**src/rtl/axil_slave_demux_if.sv**
```systemverilog
// AXI-Lite channel bundle carrying N parallel links; N=1 for the master side,
// N=M for the fanned-out slave side.
interface axil_slave_demux_if #(
    parameter int unsigned N      = 1,
    parameter int unsigned ADDR_W = 32,
    parameter int unsigned DATA_W = 32
);
    localparam int unsigned STRB_W = DATA_W / 8;

    logic [N*ADDR_W-1:0] awaddr;
    logic [N-1:0]        awvalid;
    logic [N-1:0]        awready;
    logic [N*DATA_W-1:0] wdata;
    logic [N*STRB_W-1:0] wstrb;
    logic [N-1:0]        wvalid;
    logic [N-1:0]        wready;
    logic [N*2-1:0]      bresp;
    logic [N-1:0]        bvalid;
    logic [N-1:0]        bready;
    logic [N*ADDR_W-1:0] araddr;
    logic [N-1:0]        arvalid;
    logic [N-1:0]        arready;
    logic [N*DATA_W-1:0] rdata;
    logic [N*2-1:0]      rresp;
    logic [N-1:0]        rvalid;
    logic [N-1:0]        rready;

    // Request issuer: drives address/data/valid, consumes responses.
    modport master (
        output awaddr, awvalid, wdata, wstrb, wvalid, bready, araddr, arvalid, rready,
        input  awready, wready, bresp, bvalid, arready, rdata, rresp, rvalid
    );

    // Request target: drives ready and responses.
    modport slave (
        input  awaddr, awvalid, wdata, wstrb, wvalid, bready, araddr, arvalid, rready,
        output awready, wready, bresp, bvalid, arready, rdata, rresp, rvalid
    );
endinterface

```
**src/rtl/axil_slave_demux.sv**
```systemverilog
// 1-to-M AXI-Lite demultiplexer: decodes AW/AR into fixed 2^REGION_W windows,
// forwards one request per path and answers unmapped addresses with DECERR.
module axil_slave_demux #(
    parameter int unsigned       M         = 4,
    parameter int unsigned       ADDR_W    = 32,
    parameter int unsigned       DATA_W    = 32,
    parameter logic [ADDR_W-1:0] BASE_ADDR = ADDR_W'(32'h4000_0000),
    parameter int unsigned       REGION_W  = 12
) (
    input  logic                 clk,
    input  logic                 rst_n,
    axil_slave_demux_if.slave    m,
    axil_slave_demux_if.master   s
);
    localparam int unsigned STRB_W = DATA_W / 8;
    localparam int unsigned IDX_W  = (M > 1) ? $clog2(M) : 1;

    typedef enum logic [1:0] {W_IDLE, W_FWD, W_RESP, W_ERR} w_state_t;
    typedef enum logic [1:0] {R_IDLE, R_FWD, R_RESP, R_ERR} r_state_t;

    // Below-base addresses are rejected before the subtraction can wrap.
    function automatic logic dec_hit(input logic [ADDR_W-1:0] a);
        logic [ADDR_W-1:0] off;
        off = a - BASE_ADDR;
        return (a >= BASE_ADDR) && ((off >> REGION_W) < ADDR_W'(M));
    endfunction

    function automatic logic [IDX_W-1:0] dec_idx(input logic [ADDR_W-1:0] a);
        logic [ADDR_W-1:0] off;
        off = a - BASE_ADDR;
        return IDX_W'(off >> REGION_W);
    endfunction

    w_state_t            w_state, w_next;
    logic [ADDR_W-1:0]   w_addr;
    logic [DATA_W-1:0]   w_data;
    logic [STRB_W-1:0]   w_strb;
    logic [IDX_W-1:0]    w_idx;
    logic [M-1:0]        aw_vld, wd_vld;
    logic                w_hit_c, m_awready_c, m_bvalid_c;
    logic [1:0]          m_bresp_c;
    logic [M-1:0]        s_bready_c;

    r_state_t            r_state, r_next;
    logic [ADDR_W-1:0]   r_addr;
    logic [IDX_W-1:0]    r_idx;
    logic [M-1:0]        ar_vld;
    logic                r_hit_c, m_arready_c, m_rvalid_c;
    logic [1:0]          m_rresp_c;
    logic [DATA_W-1:0]   m_rdata_c;
    logic [M-1:0]        s_rready_c;

    // Write path next-state and response muxing.
    always_comb begin
        w_next      = w_state;
        m_awready_c = 1'b0;
        m_bvalid_c  = 1'b0;
        m_bresp_c   = 2'b00;
        s_bready_c  = '0;
        w_hit_c     = dec_hit(m.awaddr);
        case (w_state)
            W_IDLE: begin
                m_awready_c = m.awvalid[0] & m.wvalid[0];
                if (m_awready_c) w_next = w_hit_c ? W_FWD : W_ERR;
            end
            W_FWD: begin
                if (((aw_vld & ~s.awready) == '0) && ((wd_vld & ~s.wready) == '0))
                    w_next = W_RESP;
            end
            W_RESP: begin
                m_bvalid_c        = s.bvalid[w_idx];
                m_bresp_c         = s.bresp[{w_idx, 1'b0} +: 2];
                s_bready_c[w_idx] = m.bready[0];
                if (m_bvalid_c && m.bready[0]) w_next = W_IDLE;
            end
            W_ERR: begin
                m_bvalid_c = 1'b1;
                m_bresp_c  = 2'b11;
                if (m.bready[0]) w_next = W_IDLE;
            end
            default: w_next = W_IDLE;
        endcase
    end

    always_ff @(posedge clk) begin
        if (!rst_n) w_state <= W_IDLE;
        else        w_state <= w_next;
    end

    // Request capture; each slave-side valid clears on its own handshake.
    always_ff @(posedge clk) begin
        if (!rst_n) begin
            w_addr <= '0;
            w_data <= '0;
            w_strb <= '0;
            w_idx  <= '0;
            aw_vld <= '0;
            wd_vld <= '0;
        end else if (m_awready_c) begin
            w_addr <= m.awaddr;
            w_data <= m.wdata;
            w_strb <= m.wstrb;
            w_idx  <= dec_idx(m.awaddr);
            aw_vld <= w_hit_c ? (M'(1) << dec_idx(m.awaddr)) : '0;
            wd_vld <= w_hit_c ? (M'(1) << dec_idx(m.awaddr)) : '0;
        end else begin
            aw_vld <= aw_vld & ~s.awready;
            wd_vld <= wd_vld & ~s.wready;
        end
    end

    // Read path next-state and response muxing.
    always_comb begin
        r_next      = r_state;
        m_arready_c = 1'b0;
        m_rvalid_c  = 1'b0;
        m_rresp_c   = 2'b00;
        m_rdata_c   = '0;
        s_rready_c  = '0;
        r_hit_c     = dec_hit(m.araddr);
        case (r_state)
            R_IDLE: begin
                m_arready_c = m.arvalid[0];
                if (m_arready_c) r_next = r_hit_c ? R_FWD : R_ERR;
            end
            R_FWD: begin
                if ((ar_vld & ~s.arready) == '0) r_next = R_RESP;
            end
            R_RESP: begin
                m_rvalid_c        = s.rvalid[r_idx];
                m_rresp_c         = s.rresp[{r_idx, 1'b0} +: 2];
                m_rdata_c         = s.rdata[DATA_W*r_idx +: DATA_W];
                s_rready_c[r_idx] = m.rready[0];
                if (m_rvalid_c && m.rready[0]) r_next = R_IDLE;
            end
            R_ERR: begin
                m_rvalid_c = 1'b1;
                m_rresp_c  = 2'b11;
                if (m.rready[0]) r_next = R_IDLE;
            end
            default: r_next = R_IDLE;
        endcase
    end

    always_ff @(posedge clk) begin
        if (!rst_n) r_state <= R_IDLE;
        else        r_state <= r_next;
    end

    always_ff @(posedge clk) begin
        if (!rst_n) begin
            r_addr <= '0;
            r_idx  <= '0;
            ar_vld <= '0;
        end else if (m_arready_c) begin
            r_addr <= m.araddr;
            r_idx  <= dec_idx(m.araddr);
            ar_vld <= r_hit_c ? (M'(1) << dec_idx(m.araddr)) : '0;
        end else begin
            ar_vld <= ar_vld & ~s.arready;
        end
    end

    assign m.awready = m_awready_c;
    assign m.wready  = m_awready_c;
    assign m.bvalid  = m_bvalid_c;
    assign m.bresp   = m_bresp_c;
    assign m.arready = m_arready_c;
    assign m.rvalid  = m_rvalid_c;
    assign m.rresp   = m_rresp_c;
    assign m.rdata   = m_rdata_c;

    // Every slave sees the same payload; only the selected valid is raised.
    assign s.awaddr  = {M{w_addr}};
    assign s.awvalid = aw_vld;
    assign s.wdata   = {M{w_data}};
    assign s.wstrb   = {M{w_strb}};
    assign s.wvalid  = wd_vld;
    assign s.bready  = s_bready_c;
    assign s.araddr  = {M{r_addr}};
    assign s.arvalid = ar_vld;
    assign s.rready  = s_rready_c;
endmodule

```
**src/flat_wrapper.sv**
```systemverilog
// flat-port wrapper written by rule: the top's interface ports become plain ports
module axil_slave_demux_flat 
#(
    parameter int unsigned       M         = 4,
    parameter int unsigned       ADDR_W    = 32,
    parameter int unsigned       DATA_W    = 32,
    parameter logic [ADDR_W-1:0] BASE_ADDR = ADDR_W'(32'h4000_0000),
    parameter int unsigned       REGION_W  = 12
)
  (clk, rst_n, m_awaddr, m_awvalid, m_wdata, m_wstrb, m_wvalid, m_bready, m_araddr, m_arvalid, m_rready, m_awready, m_wready, m_bresp, m_bvalid, m_arready, m_rdata, m_rresp, m_rvalid, s_awaddr, s_awvalid, s_wdata, s_wstrb, s_wvalid, s_bready, s_araddr, s_arvalid, s_rready, s_awready, s_wready, s_bresp, s_bvalid, s_arready, s_rdata, s_rresp, s_rvalid);
  axil_slave_demux_if #(.N(1), .ADDR_W(ADDR_W), .DATA_W(DATA_W)) m_i ();
  axil_slave_demux_if #(.N(M), .ADDR_W(ADDR_W), .DATA_W(DATA_W)) s_i ();
  input  logic clk;
  input  logic rst_n;
  input wire logic [$bits(m_i.awaddr)-1:0] m_awaddr;
  input wire logic [$bits(m_i.awvalid)-1:0] m_awvalid;
  input wire logic [$bits(m_i.wdata)-1:0] m_wdata;
  input wire logic [$bits(m_i.wstrb)-1:0] m_wstrb;
  input wire logic [$bits(m_i.wvalid)-1:0] m_wvalid;
  input wire logic [$bits(m_i.bready)-1:0] m_bready;
  input wire logic [$bits(m_i.araddr)-1:0] m_araddr;
  input wire logic [$bits(m_i.arvalid)-1:0] m_arvalid;
  input wire logic [$bits(m_i.rready)-1:0] m_rready;
  output wire logic [$bits(m_i.awready)-1:0] m_awready;
  output wire logic [$bits(m_i.wready)-1:0] m_wready;
  output wire logic [$bits(m_i.bresp)-1:0] m_bresp;
  output wire logic [$bits(m_i.bvalid)-1:0] m_bvalid;
  output wire logic [$bits(m_i.arready)-1:0] m_arready;
  output wire logic [$bits(m_i.rdata)-1:0] m_rdata;
  output wire logic [$bits(m_i.rresp)-1:0] m_rresp;
  output wire logic [$bits(m_i.rvalid)-1:0] m_rvalid;
  output wire logic [$bits(s_i.awaddr)-1:0] s_awaddr;
  output wire logic [$bits(s_i.awvalid)-1:0] s_awvalid;
  output wire logic [$bits(s_i.wdata)-1:0] s_wdata;
  output wire logic [$bits(s_i.wstrb)-1:0] s_wstrb;
  output wire logic [$bits(s_i.wvalid)-1:0] s_wvalid;
  output wire logic [$bits(s_i.bready)-1:0] s_bready;
  output wire logic [$bits(s_i.araddr)-1:0] s_araddr;
  output wire logic [$bits(s_i.arvalid)-1:0] s_arvalid;
  output wire logic [$bits(s_i.rready)-1:0] s_rready;
  input wire logic [$bits(s_i.awready)-1:0] s_awready;
  input wire logic [$bits(s_i.wready)-1:0] s_wready;
  input wire logic [$bits(s_i.bresp)-1:0] s_bresp;
  input wire logic [$bits(s_i.bvalid)-1:0] s_bvalid;
  input wire logic [$bits(s_i.arready)-1:0] s_arready;
  input wire logic [$bits(s_i.rdata)-1:0] s_rdata;
  input wire logic [$bits(s_i.rresp)-1:0] s_rresp;
  input wire logic [$bits(s_i.rvalid)-1:0] s_rvalid;
  assign m_i.awaddr = m_awaddr;
  assign m_i.awvalid = m_awvalid;
  assign m_i.wdata = m_wdata;
  assign m_i.wstrb = m_wstrb;
  assign m_i.wvalid = m_wvalid;
  assign m_i.bready = m_bready;
  assign m_i.araddr = m_araddr;
  assign m_i.arvalid = m_arvalid;
  assign m_i.rready = m_rready;
  assign m_awready = m_i.awready;
  assign m_wready = m_i.wready;
  assign m_bresp = m_i.bresp;
  assign m_bvalid = m_i.bvalid;
  assign m_arready = m_i.arready;
  assign m_rdata = m_i.rdata;
  assign m_rresp = m_i.rresp;
  assign m_rvalid = m_i.rvalid;
  assign s_awaddr = s_i.awaddr;
  assign s_awvalid = s_i.awvalid;
  assign s_wdata = s_i.wdata;
  assign s_wstrb = s_i.wstrb;
  assign s_wvalid = s_i.wvalid;
  assign s_bready = s_i.bready;
  assign s_araddr = s_i.araddr;
  assign s_arvalid = s_i.arvalid;
  assign s_rready = s_i.rready;
  assign s_i.awready = s_awready;
  assign s_i.wready = s_wready;
  assign s_i.bresp = s_bresp;
  assign s_i.bvalid = s_bvalid;
  assign s_i.arready = s_arready;
  assign s_i.rdata = s_rdata;
  assign s_i.rresp = s_rresp;
  assign s_i.rvalid = s_rvalid;
  axil_slave_demux #(.M(M), .ADDR_W(ADDR_W), .DATA_W(DATA_W), .BASE_ADDR(BASE_ADDR), .REGION_W(REGION_W)) u_core (.clk(clk), .rst_n(rst_n), .m(m_i), .s(s_i));
endmodule
```
**config.mk**
```make
export PLATFORM = sky130hd
export DESIGN_NAME = axil_slave_demux_flat
export DESIGN_NICKNAME = d
export VERILOG_FILES = /design/src/rtl/axil_slave_demux_if.sv /design/src/rtl/axil_slave_demux.sv /design/src/flat_wrapper.sv
export SDC_FILE = /design/constraint.sdc
export NUM_CORES = 1
export LEC_CHECK = 0
export CAP_MARGIN = 20
export CORE_AREA = 3 3 282 284
export CTS_CLUSTER_SIZE = 28
export DETAILED_ROUTE_END_ITERATION = 6
export DIE_AREA = 0 0 285 287
export GPL_ROUTABILITY_DRIVEN = 0
export PLACE_DENSITY = 0.42
export SYNTH_ARGS = -nofsm -noshare
export SYNTH_HDL_FRONTEND = slang
export SYNTH_SLANG_ARGS = --single-unit
```
**constraint.sdc**
```tcl
create_clock -name clk -period 3.7 [get_ports clk]
set_input_delay 0.74 -clock clk [delete_from_list [all_inputs] [get_ports clk]]
set_output_delay 0.74 -clock clk [all_outputs]
set_load 0.05 [all_outputs]
```
==> impl_metrics.toml, run 1 <==
[sta]
final.period_utilization_pct = 95.0
hold_viol_final = 0
finalMaxSlewViolations = 0
max_freq_ghz = 0.285
fin_ws_ns = 0.185
worstMarginPinSlew_ns = 0.854
fin_hold_ws_ns = 0.489
rsz0062_at_grt = "false"
setup_viol = 0
relSlewSlack_pct = 42.3
skew_ns = 0.00799
period_needed_ns = 3.51
tns_ns = 0

[worst_setup_path]
r2r-end = "u_core.w_addr[1]$_SDFFE_PN0P_"
cp-start-kind = "flip-flop"
cpMaxStageDelayCell = "dfxtp_2"
worstPathRequired_ns = 2.96
r2r_slack_ns = 1.52
timing.rr.start = "u_core.w_state[0]$_SDFFE_PN0P_"
arrival_ns = 2.77
end_kind = "output port"
worstPathMaxFanout = 27
crit_path_start = "u_core.r_addr[13]$_SDFFE_PN0P_"
critical_path_class = "reg2out"
cp_slowest_stage_delay_ns = 0.80
r2r_cells = 6
cp_cell_sequence = "buf_4, mux4_2, and2_1, clkdlybuf4s50_1"

[power_and_ir_drop]
p_comb_share_pct = 41.6
p_sw_mw = 2.22
ir_drop_uv = 272
power_density_nw_per_um2 = 367
swShare_pct = 40.6
power.leakage_nw = 4.94
seq_power_share_pct = 26.3
intPower_mw = 3.25
pwr-share-clk_pct = 32.1

[flow_run]
maxCapViolations = 0

[routing]
drt_iter0_markers = 235
avgRoutedWirePerCell_um = 16.6
antenna_left = 0
routed_wirelength_um = 40000
post-route-drc-count = 0
vias_per_cell = 3.22
dr_total_vias = 7770
drtPass1Iterations = 6

[floorplanning]
die_area_sq_um = 81800
rows = 102
start_util_pct = 10.4
core_area_sq_um = 77300
ios = 732
die_h_um = 287
dieWidth_um = 285

[outcome]
outcome = "complete, no violations"

[logic_synthesis]
async_flop_share_pct = 0
synthCells = 945
synth_edf_count = 0
synth.distinct_cells = 37
synth_area_per_cell_sq_um = 8.51
yosysSeqAreaShare_pct = 28.9
synth.net_count = 1216
synth_ff_type = "dfxtp_1"
ys.warnings.count = 0
synth_seq_cells = 116
synthesis.area_sq_um = 8050

[global_routing]
antenna_found_initial = 1
grt_max_degree = 70
grt_pass1_wl_um = 56300
overflow = 0
grt.total_usage_pct = 9.41
grt_pass1_vias = 8091

[cts]
cts-root-buf = "clkbuf_16"
cts_max_level = 4
clock-sinks = 116
cts_tree = "built"
insertion_delay_ns = 0.46
clk_pin_slew_ns = 0.06
cts_buffers = 17
clockBufferDepth = 2

[place]
place_ws_ns = 0.338
dpl.hpwl_um = 32700
io_buffers = 731

[finish]
nNetsFinal = 1634
drive_gt1_share_pct = 7.86
layout_commonest_cell = "clkdlybuf4s50_1"
num-fill-cells = 8553
syn_to_final_growth_pct = 85.1
final_cell_mix = "717 x clkdlybuf4s50_1, 210 x nand2_1, 114 x dfxtp_1, 81 x a21boi_0, 38 x mux4_2"

[hold_path]
worstHoldPathCells = 2
hp-class = "reg2reg"
min_from = "u_core.s.wvalid[0]$_SDFF_PN0_"
hold_end = "u_core.s.wvalid[0]$_SDFF_PN0_"
sequential cells by signal, summed over array words and instances, names as in the netlist:
| register | count |
|---|---|
| u_core.s.arvalid | 4 |
| u_core.w_strb | 4 |
| u_core.s.awvalid | 4 |
| u_core.r_idx | 1 |
| u_core.w_idx | 1 |
| u_core.w_state | 2 |
| u_core.w_data | 32 |
| u_core.w_addr | 31 |
| u_core.s.wvalid | 4 |
| u_core.r_addr | 31 |
| u_core.r_state | 2 |
repair_timing:
| item | CTS | global route |
|---|---|---|
| endpoints found under the setup margin | 3 | 0 |
| hold buffers | 0 | 0 |
| resized for setup | 2 | 0 |
| setup buffers | 0 | 0 |
per-stage QoR:
| step | utilization, % | total power, mW | cells | cell area (sq um) |
|---|---|---|---|---|
| final | 19.3 | 5.47 | 2415 | 14900 |
| after floorplan | - | 3.01 | 945 | 8050 |
| after global placement | 18.5 | 3.77 | 2384 | 14300 |
| after CTS | 19.3 | 5.62 | 2414 | 14900 |
| after global routing | 19.3 | 5.72 | 2415 | 14900 |
| after detailed placement | 18.5 | 3.77 | 2384 | 14300 |
power by group through the flow:
stage | sequential (mW) | combinational, mW | clock [mW]
detailed placement | 1.47 | 2.30 | 0
finish | 1.44 | 2.28 | 1.76
floorplan | 1.62 | 1.38 | 0
CTS | 1.44 | 2.31 | 1.87
global route | 1.45 | 2.37 | 1.89
global placement | 1.46 | 2.30 | 0
cells in the mapped netlist (all sizes together) (4+ instances only):
| cell type | number | share of area [%] |
|---|---|---|
| mux4 | 38 | 11 |
| o21a | 7 | 0.65 |
| nand2b | 8 | 0.62 |
| clkbuf | 25 | 1.2 |
| o21ai | 8 | 0.50 |
| nand3 | 4 | 0.31 |
| nand2 | 211 | 9.9 |
| o31ai | 4 | 0.37 |
| inv | 11 | 0.51 |
| nand4 | 4 | 0.39 |
| a21boi | 101 | 9.4 |
| nor4 | 11 | 0.86 |
| nor3 | 4 | 0.25 |
| dfxtp | 116 | 29 |
| nor2 | 21 | 0.98 |
| and2 | 32 | 2.5 |
| buf | 325 | 31 |
per-layer routing:
metal | GRT usage, % | wire, um | up-vias
li1 | - | - | 3644
met1 | 10.4 | 15500 | 3670
met2 | 16.8 | 20500 | 431
met3 | 3.10 | 3370 | 25
met4 | 3.24 | 588 | 0
met5 | 0 | 0 | -
cell type report:
| type | count | area [sq um] | area share, % |
|---|---|---|---|
| Antenna cell | 1 | 2.50 | 0.0168 |
| Clock buffer | 18 | 439 | 2.95 |
| Clock inverter | 12 | 158 | 1.06 |
| Inverter | 11 | 41.3 | 0.277 |
| Multi-Input combinational cell | 468 | 3140 | 21.1 |
| Sequential cell | 116 | 2330 | 15.6 |
| Tap cell | 1040 | 1300 | 8.74 |
| Timing Repair Buffer | 749 | 7480 | 50.2 |
worst max path at each step:
| stage | end | slack, ns | cells past startpoint |
|---|---|---|---|
| 6_report | m_rdata[23] | 0.19 | 4 |
| 5_1_grt | m_rdata[23] | 0.06 | 4 |
| 4_1_cts | m_rdata[23] | 0.07 | 4 |
| 3_5_place_dp | m_rdata[25] | 0.34 | 4 |
| 3_3_place_gp | m_rdata[25] | 0.34 | 4 |
| 2_1_floorplan | s_bready[0] | 0.65 | 2 |
cell families (layout without fill, tap and decap cells):
| family | after synthesis | count (layout) | share of synthesized area (%) |
|---|---|---|---|
| buffers and inverters | 361 | 790 | 32.2 |
| AND/OR/NAND/NOR | 303 | 303 | 16.6 |
| AO/OA/AOI/OAI | 127 | 127 | 11.7 |
| flip-flops | 116 | 116 | 28.9 |
| multiplexers | 38 | 38 | 10.6 |
| other | 0 | 1 | 0 |
critical path, delay by kind of cell, from the launching register on:
kind / cells / cell delay [ns]
multiplexers: 1 / 0.30
buffers and inverters: 2 / 0.98
flip-flops: 1 / 0.80
AND/OR/NAND/NOR: 1 / 0.18
Note: power is estimated with default switching activity, not from simulation.
==> run 2, diff against run 1 <==
--- a/config.mk
+++ b/config.mk
@@ -6,12 +6,15 @@
 export NUM_CORES = 1
 export LEC_CHECK = 0
 export CAP_MARGIN = 20
-export CORE_AREA = 3 3 282 284
+export CELL_PAD_IN_SITES_DETAIL_PLACEMENT = 0
+export CELL_PAD_IN_SITES_GLOBAL_PLACEMENT = 1
+export CORE_AREA = 3 3 285 287
+export CTS_CLUSTER_DIAMETER = 50
 export CTS_CLUSTER_SIZE = 28
 export DETAILED_ROUTE_END_ITERATION = 6
-export DIE_AREA = 0 0 285 287
+export DIE_AREA = 0 0 288 290
 export GPL_ROUTABILITY_DRIVEN = 0
-export PLACE_DENSITY = 0.42
+export PLACE_DENSITY = 0.53
 export SYNTH_ARGS = -nofsm -noshare
 export SYNTH_HDL_FRONTEND = slang
 export SYNTH_SLANG_ARGS = --single-unit
==> impl_metrics.toml, run 2 (synthesis results as in run 1) <==
[cts]
cts_max_level = 4
clock-sinks = 116
clockBufferDepth = 2
cts_tree = "built"
clk_pin_slew_ns = 0.06
cts_buffers = 17
cts-root-buf = "clkbuf_16"
hold_buffers = 0
insertion_delay_ns = 0.46

[finish]
design_area_sq_um = 14900
area.sequential_sq_um = 2330
drive_gt1_share_pct = 7.84
largest_register_ff_count = 32
utilization_pct = 18.9
multiInputGateArea_sq_um = 3140
nNetsFinal = 1636
num-fill-cells = 8736
syn_to_final_growth_pct = 85.3
largest-register = "u_core.w_data"
n_antenna_cell = 0
largest_registers = "u_core.w_data x32, u_core.r_addr x31, u_core.w_addr x31"
layout_commonest_cell = "clkdlybuf4s50_1"
final_cell_mix = "722 x clkdlybuf4s50_1, 210 x nand2_1, 113 x dfxtp_1, 81 x a21boi_0, 38 x mux4_2"

[sta]
final.period_utilization_pct = 95.4
setup_viol = 0
relSlewSlack_pct = 41.4
worstMarginPinSlew_ns = 0.867
finalMaxSlewViolations = 0
hold_viol_final = 0
skew_ns = 0.0104
max_freq_ghz = 0.283
rsz0062_at_grt = "false"
period_needed_ns = 3.53
tns_ns = 0

[floorplanning]
dieWidth_um = 288
rows = 103
core_area_sq_um = 78900
die_h_um = 290
ios = 732
die_area_sq_um = 83500
start_util_pct = 10.2

[routing]
dr_total_vias = 7729
avgRoutedWirePerCell_um = 16.9
drtPass1Iterations = 4
post-route-drc-count = 0
routed_wirelength_um = 41200
vias_per_cell = 3.18
antenna_left = 0
drt_iter0_markers = 267

[place]
io_buffers = 731
dpl.hpwl_um = 33700
postPlaceCellArea_sq_um = 14300

[worst_setup_path]
end_kind = "output port"
worstPathRequired_ns = 2.96
cp_cell_sequence = "buf_12, mux4_2, and2_1, clkdlybuf4s50_1"
cp-start-kind = "flip-flop"
arrival_ns = 2.79
worstPathMaxFanout = 12
critPathBufInv = 2
critical_path_class = "reg2out"
cpMaxStageDelayCell = "clkdlybuf4s50_1"
cp_slowest_stage_delay_ns = 0.72
crit_family = "buffers and inverters"

[global_routing]
use_met3_pct = 2.90
grt_pass1_wl_um = 57000
grt-busiest-layer = "met2"
grt_pass1_vias = 8060
overflow = 0
grt_max_degree = 51
grt.total_usage_pct = 9.50
antenna_found_initial = 2
met1_usage_pct = 9.98
met2_usage_pct = 17.6

[power_and_ir_drop]
pwr-share-clk_pct = 31.4
p_comb_share_pct = 42.0
ir_drop_uv = 234
power_density_nw_per_um2 = 364
power.leakage_nw = 4.93
swShare_pct = 41.2
intPower_mw = 3.19
p_sw_mw = 2.23
seq_power_share_pct = 26.5

[hold_path]
hp-class = "reg2reg"

[flow_run]
maxCapViolations = 0

[outcome]
outcome = "complete, no violations"
==> run 2: final timing paths <==
kind	depth (start not counted)	slack [ns]	end	startpoint
max	4	0.17	m_rdata[28]	u_core.r_idx[0]$_SDFFE_PN0P_
min	2	0.49	u_core.s.wvalid[0]$_SDFF_PN0_	u_core.s.wvalid[0]$_SDFF_PN0_
max reg2reg	6	1.73	u_core.w_addr[8]$_SDFFE_PN0P_	u_core.w_state[0]$_SDFFE_PN0P_
min reg2reg	2	0.49	u_core.s.wvalid[0]$_SDFF_PN0_	u_core.s.wvalid[0]$_SDFF_PN0_
==> run 2: final cells by class <==
type                       count  area share [%]
clock buffer                  19            2.97
multi-input combinational    468            21.1
timing repair buffer         751            50.4
tap                         1050            8.81
sequential                   116            15.6
clock inverter                13           0.890
inverter                      11           0.277
==> run 2: what timing repair did <==
item,4_1_cts,5_1_grt
setup endpoints to repair,0,1
buffers inserted,0,0
resized for setup,0,1
hold endpoints to repair,0,0
==> run 2: through the flow <==
step           power [mW]  hold WS (ns)  cells  setup slack [ns]
2_1_floorplan        3.01         0.550    945             0.649
4_1_cts              5.57         0.487   2428            0.0676
5_1_grt              5.69         0.527   2428            0.0391
6_report             5.42         0.491   2428             0.169
3_5_place_dp         3.77         0.473   2396             0.236
3_3_place_gp         3.76         0.474   2396             0.208
==> run 2: power by group through the flow <==
stage / Sequential, mW / Combinational [mW] / Clock (mW)
finish: 1.44 / 2.28 / 1.71
CTS: 1.44 / 2.30 / 1.83
global placement: 1.47 / 2.30 / 0
global route: 1.46 / 2.37 / 1.86
detailed placement: 1.47 / 2.29 / 0
floorplan: 1.62 / 1.38 / 0
==> run 2: metal layers <==
layer,up-vias,wire length (um)
met3,33,2910
met4,2,942
met1,3646,15500
li1,3652,-
met2,396,21700
met5,-,13
==> run 2: worst min-delay path: stages (launching register included) <==
cell	delay (ns)
dfxtp_1	0.31
inv_1	0.06
o31ai_1	0.07
